--- config.mk ---
export PLATFORM = sky130hd
export DESIGN_NAME = icb_arbt_rr
export DESIGN_NICKNAME = d
export VERILOG_FILES = /design/src/rtl/icb_arbt_rr_pkg.sv /design/src/rtl/icb_arbt_rr_fifo.sv /design/src/rtl/icb_arbt_rr.sv
export SDC_FILE = /design/constraint.sdc
export NUM_CORES = 1
export LEC_CHECK = 0
export BUFFER_PORTS_ARGS = -buffer_cell sky130_fd_sc_hd__buf_2
export CAP_MARGIN = 20
export CORE_AREA = 2 2 347 349
export DETAILED_ROUTE_END_ITERATION = 10
export DIE_AREA = 0 0 349 351
export GPL_TIMING_DRIVEN = 0
export PLACE_DENSITY_LB_ADDON = 0.05
export SLEW_MARGIN = 10
export SYNTH_ARGS = -nofsm -noshare
export SYNTH_HDL_FRONTEND = slang
export SYNTH_SLANG_ARGS = --single-unit
export TNS_END_PERCENT = 1
--- constraint.sdc ---
create_clock -name clk -period 2.3 [get_ports clk]
set_clock_uncertainty 0.05 [all_clocks]
set_input_delay 0.46 -clock clk [delete_from_list [all_inputs] [get_ports clk]]
set_output_delay 0.46 -clock clk [all_outputs]
set_load 0.02 [all_outputs]
--- src/rtl/icb_arbt_rr_pkg.sv ---
// Shared definitions for the ICB round-robin/priority arbiter.
package icb_arbt_rr_pkg;

    localparam int ARBT_PRIO = 0;
    localparam int ARBT_RR   = 1;

    // Index width that never collapses to zero bits.
    function automatic int clog2_min1(input int n);
        return (n <= 2) ? 1 : $clog2(n);
    endfunction

endpackage

--- src/rtl/icb_arbt_rr_fifo.sv ---
// Small synchronous FIFO holding the ids of commands awaiting their response.
module icb_arbt_rr_fifo
    import icb_arbt_rr_pkg::*;
#(
    parameter int CUT_READY = 1,
    parameter int DP        = 2,
    parameter int DW        = 2
) (
    input  logic          clk,
    input  logic          rst,
    input  logic          i_vld,
    output logic          i_rdy,
    input  logic [DW-1:0] i_dat,
    output logic          o_vld,
    input  logic          o_rdy,
    output logic [DW-1:0] o_dat
);
    localparam int PW = clog2_min1(DP);
    localparam int CW = clog2_min1(DP + 1);

    logic [DW-1:0] mem [DP];
    logic [PW-1:0] wptr;
    logic [PW-1:0] rptr;
    logic [CW-1:0] cnt;
    logic          full;
    logic          push;
    logic          pop;

    assign full  = (cnt == CW'(DP));
    assign o_vld = (cnt != '0);
    // With CUT_READY a full FIFO refuses writes even while it is being drained.
    assign i_rdy = (CUT_READY != 0) ? ~full : (~full | o_rdy);
    assign push  = i_vld & i_rdy;
    assign pop   = o_vld & o_rdy;
    assign o_dat = mem[rptr];

    always_ff @(posedge clk or negedge rst) begin
        if (!rst) begin
            wptr <= '0;
            rptr <= '0;
            cnt  <= '0;
        end else begin
            if (push) wptr <= (wptr == PW'(DP - 1)) ? '0 : wptr + 1'b1;
            if (pop)  rptr <= (rptr == PW'(DP - 1)) ? '0 : rptr + 1'b1;
            if (push && !pop)      cnt <= cnt + 1'b1;
            else if (pop && !push) cnt <= cnt - 1'b1;
        end
    end

    always_ff @(posedge clk) begin
        if (push) mem[wptr] <= i_dat;
    end

endmodule

--- src/rtl/icb_arbt_rr.sv ---
// N-to-1 ICB arbiter: fixed-priority or round-robin command grant, in-order response routing.
module icb_arbt_rr
    import icb_arbt_rr_pkg::*;
#(
    parameter int AW              = 32,
    parameter int DW              = 64,
    parameter int USR_W           = 1,
    parameter int ARBT_NUM        = 4,
    parameter int ARBT_SCHEME     = 1,
    parameter int FIFO_DP         = 2,
    parameter int ALLOW_0CYCL_RSP = 1
) (
    input  logic                        clk,
    input  logic                        rst,
    input  logic [ARBT_NUM-1:0]         i_bus_icb_cmd_vld,
    output logic [ARBT_NUM-1:0]         i_bus_icb_cmd_rdy,
    input  logic [ARBT_NUM-1:0]         i_bus_icb_cmd_read,
    input  logic [ARBT_NUM*AW-1:0]      i_bus_icb_cmd_addr,
    input  logic [ARBT_NUM*DW-1:0]      i_bus_icb_cmd_wdata,
    input  logic [ARBT_NUM*DW/8-1:0]    i_bus_icb_cmd_wmask,
    input  logic [ARBT_NUM*USR_W-1:0]   i_bus_icb_cmd_usr,
    output logic [ARBT_NUM-1:0]         i_bus_icb_rsp_vld,
    input  logic [ARBT_NUM-1:0]         i_bus_icb_rsp_rdy,
    output logic [ARBT_NUM-1:0]         i_bus_icb_rsp_err,
    output logic [ARBT_NUM*DW-1:0]      i_bus_icb_rsp_rdata,
    output logic [ARBT_NUM*USR_W-1:0]   i_bus_icb_rsp_usr,
    output logic                        o_icb_cmd_vld,
    input  logic                        o_icb_cmd_rdy,
    output logic                        o_icb_cmd_read,
    output logic [AW-1:0]               o_icb_cmd_addr,
    output logic [DW-1:0]               o_icb_cmd_wdata,
    output logic [DW/8-1:0]             o_icb_cmd_wmask,
    output logic [USR_W-1:0]            o_icb_cmd_usr,
    input  logic                        o_icb_rsp_vld,
    output logic                        o_icb_rsp_rdy,
    input  logic                        o_icb_rsp_err,
    input  logic [DW-1:0]               o_icb_rsp_rdata,
    input  logic [USR_W-1:0]            o_icb_rsp_usr
);
    localparam int IDW = clog2_min1(ARBT_NUM);
    localparam int MW  = DW / 8;

    assign i_bus_icb_rsp_err   = {ARBT_NUM{o_icb_rsp_err}};
    assign i_bus_icb_rsp_rdata = {ARBT_NUM{o_icb_rsp_rdata}};
    assign i_bus_icb_rsp_usr   = {ARBT_NUM{o_icb_rsp_usr}};

    generate
        if (ARBT_NUM == 1) begin : g_pass
            assign o_icb_cmd_vld     = i_bus_icb_cmd_vld;
            assign i_bus_icb_cmd_rdy = o_icb_cmd_rdy;
            assign o_icb_cmd_read    = i_bus_icb_cmd_read;
            assign o_icb_cmd_addr    = i_bus_icb_cmd_addr;
            assign o_icb_cmd_wdata   = i_bus_icb_cmd_wdata;
            assign o_icb_cmd_wmask   = i_bus_icb_cmd_wmask;
            assign o_icb_cmd_usr     = i_bus_icb_cmd_usr;
            assign i_bus_icb_rsp_vld = o_icb_rsp_vld;
            assign o_icb_rsp_rdy     = i_bus_icb_rsp_rdy;
        end else begin : g_arb
            logic           held;
            logic [IDW-1:0] held_id;
            logic [IDW-1:0] rr_ptr;
            logic [IDW-1:0] pick;
            logic [IDW-1:0] idx;
            logic [IDW-1:0] winner;
            logic [IDW-1:0] head;
            logic [IDW-1:0] route;
            logic           winner_vld;
            logic           fifo_rdy;
            logic           fifo_vld;
            logic           route_ok;
            logic           hs_cmd;
            logic           hs_rsp;
            logic           bypass;
            logic           push;
            logic           pop;

            // Scan downward so the earliest port in scan order is the last (winning) assignment.
            always_comb begin
                pick = '0;
                idx  = '0;
                if (ARBT_SCHEME == ARBT_RR) begin
                    pick = rr_ptr;
                    for (int i = ARBT_NUM - 1; i >= 0; i--) begin
                        idx = IDW'((int'(rr_ptr) + i) % ARBT_NUM);
                        if (i_bus_icb_cmd_vld[idx]) pick = idx;
                    end
                end else begin
                    for (int i = ARBT_NUM - 1; i >= 0; i--) begin
                        if (i_bus_icb_cmd_vld[IDW'(i)]) pick = IDW'(i);
                    end
                end
            end

            assign winner     = held ? held_id : pick;
            assign winner_vld = i_bus_icb_cmd_vld[winner];
            assign o_icb_cmd_vld = rst & winner_vld & fifo_rdy;
            assign hs_cmd     = o_icb_cmd_vld & o_icb_cmd_rdy;

            assign o_icb_cmd_read  = i_bus_icb_cmd_read[winner];
            assign o_icb_cmd_addr  = i_bus_icb_cmd_addr[int'(winner)*AW +: AW];
            assign o_icb_cmd_wdata = i_bus_icb_cmd_wdata[int'(winner)*DW +: DW];
            assign o_icb_cmd_wmask = i_bus_icb_cmd_wmask[int'(winner)*MW +: MW];
            assign o_icb_cmd_usr   = i_bus_icb_cmd_usr[int'(winner)*USR_W +: USR_W];

            // An empty FIFO routes to the current winner only when zero-cycle responses are allowed.
            assign route_ok = fifo_vld | (ALLOW_0CYCL_RSP != 0);
            assign route    = fifo_vld ? head : winner;
            assign o_icb_rsp_rdy = rst & route_ok & i_bus_icb_rsp_rdy[route];
            assign hs_rsp   = o_icb_rsp_vld & o_icb_rsp_rdy;

            always_comb begin
                i_bus_icb_cmd_rdy = '0;
                i_bus_icb_rsp_vld = '0;
                for (int k = 0; k < ARBT_NUM; k++) begin
                    i_bus_icb_cmd_rdy[IDW'(k)] = rst & o_icb_cmd_rdy & fifo_rdy & (winner == IDW'(k));
                    i_bus_icb_rsp_vld[IDW'(k)] = rst & route_ok & o_icb_rsp_vld & (route == IDW'(k));
                end
            end

            assign bypass = ~fifo_vld & hs_cmd & hs_rsp;
            assign push   = hs_cmd & ~bypass;
            assign pop    = hs_rsp & fifo_vld;

            always_ff @(posedge clk or negedge rst) begin
                if (!rst) begin
                    held    <= 1'b0;
                    held_id <= '0;
                    rr_ptr  <= '0;
                end else if (hs_cmd) begin
                    held   <= 1'b0;
                    rr_ptr <= (winner == IDW'(ARBT_NUM - 1)) ? '0 : winner + 1'b1;
                end else if (o_icb_cmd_vld) begin
                    held    <= 1'b1;
                    held_id <= winner;
                end
            end

            icb_arbt_rr_fifo #(
                .CUT_READY (1),
                .DP        (FIFO_DP),
                .DW        (IDW)
            ) u_fifo (
                .clk   (clk),
                .rst   (rst),
                .i_vld (push),
                .i_rdy (fifo_rdy),
                .i_dat (winner),
                .o_vld (fifo_vld),
                .o_rdy (pop),
                .o_dat (head)
            );
        end
    endgenerate

endmodule

# == Word-level counts from Yosys, hierarchy flattened ==
# Memory sizes are Yosys's and may differ from the RTL's.
# Index checks and enable logic that the tools add are counted.
# word_totals
regBits,9
latch_bits,0
ram_bits,4
mem_bits_ro,0
inputBits,502
mem_count,1
# memory_table
memory,depth,word_bits,read_ports,rd_clocked_by_memory_dff,wr,line_no,source
g_arb.u_fifo.mem,2,2,1,0,1,icb_arbt_rr_fifo.sv:21,logic [DW-1:0] mem [DP];
# op_classes
addsub,8
n_mul,0
n_div,0
order_cmp,6
n_eq_ne,4
n_shift,4
muxes,29
n_bitwise,22
reduce_logical,10
# op_table
cell,n
indexed part select 256 x 9 -> 64 bit,1
indexed part select 128 x 8 -> 32 bit,1
indexed part select 32 x 6 -> 8 bit,1
AND 1 bit,18
"less-than comparator 2 x 3 -> 1 bit, second input constant",6
two-way mux 2 bit,9
binary-select mux 1 bit (select 2 bit),7
two-way mux 1 bit,13
"adder 2 x 1 -> 2 bit, second input constant",3
nonzero test 2 bit,3
"adder 2 bit, second input constant",2
"== test 2 x 1 -> 1 bit, second input constant",2
"== test 2 bit, second input constant",2
zero test 2 bit,2
NOT 1 bit,4
indexed part select 4 x 3 -> 1 bit,1
"adder 1 bit, second input constant",2
logical AND 1 bit,2
zero test 1 bit,2
AND reduction 2 bit,1
"subtractor 2 x 1 -> 2 bit, second input constant",1

# == Longest topological paths before layout ==
# logic_depth
ltp_word,22
depth_mapped,13
depth_no_buf,12

# == Cells and area by module ==
# From an unflattened synthesis, not the netlist that was laid out.
# unflattened
cells_unflattened,1080
area_unflattened_um2,6282.3
# by_module_without_submodules
module,instances,cells_per_inst,area_each_um2,seq_area_each_um2
icb_arbt_rr,1,1056,5928.2,125.1
icb_arbt_rr_fifo,1,24,354.1,220.2

# == Worst setup path before layout ==
# Ideal clock, no wire load.
# synth_timing
kind,in2out
from,input i_bus_icb_cmd_vld[2]
to,output o_icb_cmd_wdata[29]
arrival_ns,2.241
t_required_ns,1.790
path_slack_ns,-0.451
stages,9
n_path_buf,2
path_cell_list,or3b_1 -> and2_1 -> a21o_1 -> nand2_2 -> inv_2 -> buf_2 -> clkbuf_1 -> and3_1 -> a31oi_1
# synth_via
elab_chain_cells,8
word_cells_on_any_way,14
classes_between,shift: 1; mux: 13
# synth_lines
element,line_no,source
start: declaration,icb_arbt_rr.sv:15,"input logic [ARBT_NUM-1:0] i_bus_icb_cmd_vld,"
binary-select mux 1 bit (select 2 bit),icb_arbt_rr.sv:85,if (i_bus_icb_cmd_vld[idx]) pick = idx;
two-way mux 1 bit (not written as such),icb_arbt_rr.sv:85,
two-way mux 2 bit (3 in series),icb_arbt_rr.sv:85,
two-way mux 2 bit *,icb_arbt_rr.sv:85,
two-way mux 2 bit *,icb_arbt_rr.sv:94,assign winner = held ? held_id : pick;
indexed part select 256 x 9 -> 64 bit *,icb_arbt_rr.sv:101,assign o_icb_cmd_wdata = i_bus_icb_cmd_wdata[int'(winner)*DW +: DW];
end: declaration,icb_arbt_rr.sv:31,"output logic [DW-1:0] o_icb_cmd_wdata,"
# Mark *: on every way between the ends. The rest lies on a longest branch, timed or not. The select of a mux whose other input is x is not followed.

# == Worst setup path in the final report ==
# layout_timing
from,register g_arb.rr_ptr[0]
to,output o_icb_cmd_wdata[35]
# layout_via
elab_chain_cells,9
word_cells_on_any_way,17
classes_between,add/sub: 3; shift: 1; mux: 13
# layout_lines
element,line_no,source
start: declaration,icb_arbt_rr.sv:61,logic [IDW-1:0] rr_ptr;
start signal: assignment,icb_arbt_rr.sv:131,rr_ptr <= (winner == IDW'(ARBT_NUM - 1)) ? '0 : winner + 1'b1;
adder 2 bit,icb_arbt_rr.sv:84,idx = IDW'((int'(rr_ptr) + i) % ARBT_NUM);
binary-select mux 1 bit (select 2 bit),icb_arbt_rr.sv:85,
two-way mux 1 bit (not written as such),icb_arbt_rr.sv:85,
two-way mux 2 bit (3 in series),icb_arbt_rr.sv:85,
two-way mux 2 bit *,icb_arbt_rr.sv:85,
two-way mux 2 bit *,icb_arbt_rr.sv:94,
indexed part select 256 x 9 -> 64 bit *,icb_arbt_rr.sv:101,
# Marks and branches as above.

==> summary.md <==
| Metric | Value |
|---|---|
| CP Buf/Inv Count | 4 |
| Post-DP HPWL | 58.31 mm |
| Layout cells sized above 1 | 74.09% |
| Fmax | 326.4 MHz |
| Max stage delay on crit path | 0.41 ns |
| #FFs+latches synth | 13 |
| Routed met2 length | 36.51 mm |
| Initial Utilization | 5.182% |
| CP Capture Type | primary output |
| Post-Syn Instances | 1073 |
| Post-Route WL | 69.72 mm |
| Violated checks | negative setup slack |
| Crit path max fanout | 10 |
| Post-synth EDFFs | 4 |
| Final Max Slew Viols | 0 |
| Worst-margin pin slew | 0.5846 ns |
| WS Path Type | reg2out |
| Avg Inst Size Synth | 5.748 sq um |
| CTS sink cnt | 13 |
| Fin nets | 2436 |
| Leakage | 7.700 nW |
| Clock latency on the worst-skew pair | 0.24 ns |
| DP Area | 13230 sq um |
| Critical path data required time | 1.79 ns |
| 1st-iter DRT viols | 249 |
| Initial antenna violation count | 39 |
| Fin worst setup slack | -0.7642 ns |
| PwrDens | 1601 nW/um^2 |
| Met1 Wirelength | 26.71 mm |
| Vias | 10460 |
| Synth Flop Type | dfrtp_1 |
| Synth cell types | 45 |
| Global-route wire length before repair | 88.90 mm |
| # rows | 127 |
| Crit-path cells | or3b_4 > and2_4 > a21o_4 > nand2_8 > clkinv_8 > buf_16 > clkbuf_16 > and3_4 > a31oi_4 > buf_6 |
| Mapped Area | 6167 sq um |
| Port bufs | 811 |
| Largest net degree at the start of global routing | 15 |
| Gr ovfl total | 0 |
| Routed Antenna Nets | 0 |
| Hold Crit Class | in2async |
| H-Tree Depth | 1 |
| Core area | 119000 sq um |
| Routed WL per cell | 19.98 um |
| Final cell count without fillers | 3489 |
| DR vias/cell | 2.997 |
| Routability Congestion | 0.7325 |
| Final setup fails | 123 |
| MaxCap Viol Count | 0 |
| Cell taking the most area after synthesis | buf_4 |
| Cells after DPL | 3435 |
| DR pass1 iterations | 4 |
| Period minus WS final | 3.064 ns |
| Die height | 351 um |
| Sequential area share after synthesis | 5.600% |
| Worst R2R Start | g_arb.rr_ptr[1] |
| Async S/R FF share, synth | 69.23% |
| DIE AREA | 122500 sq um |
| Most frequent cells in the layout | 711 x buf_2, 394 x nand2_1, 339 x buf_4, 62 x buf_6, 60 x and3_4 |
| Worst slew margin | 60.68% |
| Top-area cell type share of the netlist area | 32.74% |
| Status | finished, violations left |
| Synth Warn # | 0 |
| Uppermost routed layer | met5 |
| Quantity of hold-fixing buffers added after cts | 0 |
| CTS tree | yes |
| Min Hold Slack | 0.05800 ns |
| Post-route cell area | 15950 sq um |
| Startpoint types | register |
| DRC violations left | 0 |
| Critical path origin | g_arb.rr_ptr[0] |
| Cts bufs inserted | 3 |
| Arr. time, crit path | 2.55 ns |
| Most common cell after layout, fill and taps aside | buf_2 |
| Clk root buf | clkbuf_16 |
| Die Span X | 349 um |
| I/O pins | 882 |
| Clk pin slew, worst setup/hold paths | 0.05 ns |
| GRT Resource Usage Total | 10.38% |
| Vias in the first global route | 10580 |
| Final period util | 133.2% |
| CTS Buffer Depth | 2 |
| Final hold viol count | 0 |
| Met3 wire length | 5.768 mm |
| VDD IR max | 359.1 uV |
| RSZ-0062 raised after global routing | yes |
| Worst path slowest cell | dfrtp_2 |
| Synthesis-to-layout area growth | 158.6% |
| Synth area leaders | buf_4 33%, nand2_1 26%, and3_1 11%, a31oi_1 11%, dfrtp_1 3.7% |
| Crit-path leading delay family | simple AND/OR/NAND/NOR gates |
==> cells by family (layout without fill, tap and decap cells) <==
logic type	count (synthesis)	count (layout)	share of synthesized area, %
and+or+nand+nor	574	574	40.39
buffers and inverters	343	1197	37.82
AOI/OAI and AO/OA	127	127	13.57
DFF	13	13	5.600
muxes	7	7	1.238
xor gates and xnor gates	5	5	0.7102
adders and majority gates	3	3	0.6087
other	1	15	0.06081
==> power breakdown <==
group	switching, W	total [W]	internal, W
clock	0.0000984	0.000330	0.000231
sequential	0.000132	0.000480	0.000348
combinational	0.0138	0.0247	0.0110
total	0.0140	0.0255	0.0115
==> registers in the layout, summed over array words and instances, names as in the netlist <==
register	cells
g_arb.u_fifo.mem	4
g_arb.held_id	2
g_arb.rr_ptr	2
g_arb.u_fifo.cnt	2
g_arb.held	1
g_arb.u_fifo.rptr	1
g_arb.u_fifo.wptr	1
==> layout make-up <==
cell class / instances / area (sq um)
timing repair buffer: 849 / 5119
clock inverter: 1 / 5.005
fill: 13820 / 103100
tap: 1548 / 1937
buffer: 336 / 3065
timing repair inverter: 2 / 20.02
antenna: 11 / 27.53
inverter: 6 / 61.31
sequential: 13 / 347.8
clock buffer: 3 / 75.07
multi-input combinational: 720 / 5288
==> timing repair <==
item / CTS / global route
gates cloned: 8 / 3
pin swaps: 24 / 21
endpoints found under the setup margin: 128 / 125
buffers inserted: 14 / 15
resized for setup: 363 / 173
==> per-stage QoR <==
step	power (W)	utilization, %	setup slack [ns]	setup TNS (ns)
after floorplan	0.01118	-	-0.2330	-22.51
after global placement	0.01894	11.11	-2.283	-164.71
after detailed placement	0.01885	11.12	-1.760	-158.15
after CTS	0.02433	12.68	-0.8705	-93.05
after global routing	0.02736	13.39	-0.8541	-90.80
final	0.02553	13.40	-0.7642	-76.57
==> synth_stat cells (2+ instances only) <==
master and n:
ha_1 3, and3_1 111, nand3_1 5, a21oi_1 4
nand2_1 433, clkbuf_1 50, buf_6 2, buf_2 12
a31oi_1 107, a32oi_1 4, buf_4 269, nor2b_1 2
edfxtp_1 4, a221oi_1 2, buf_1 4, o21a_1 2
inv_1 4, dfrtp_1 9, nand2b_1 6, mux2i_1 5
xnor2_1 3, nor2_1 8, xor2_1 2
==> layer usage <==
layer | track usage (%) | vias to the layer above
met5 | 0 | -
met4 | 0.7917 | 42
met3 | 3.337 | 67
met2 | 19.66 | 510
met1 | 11.64 | 4806
li1 | - | 5030
==> final timing paths <==
kind                                        to  slack (ns)  depth (start not counted)
setup reg to reg           g_arb.u_fifo.cnt[1]       -0.53                         14
hold reg to reg              g_arb.u_fifo.wptr        0.47                          1
setup / recovery           o_icb_cmd_wdata[35]       -0.76                         10
max in group asynchronous           g_arb.held        1.87                          1
hold / removal             g_arb.u_fifo.cnt[0]        0.06                          1
min in group clk             g_arb.u_fifo.wptr        0.47                          1
Note: power is estimated with default switching activity, not from simulation.
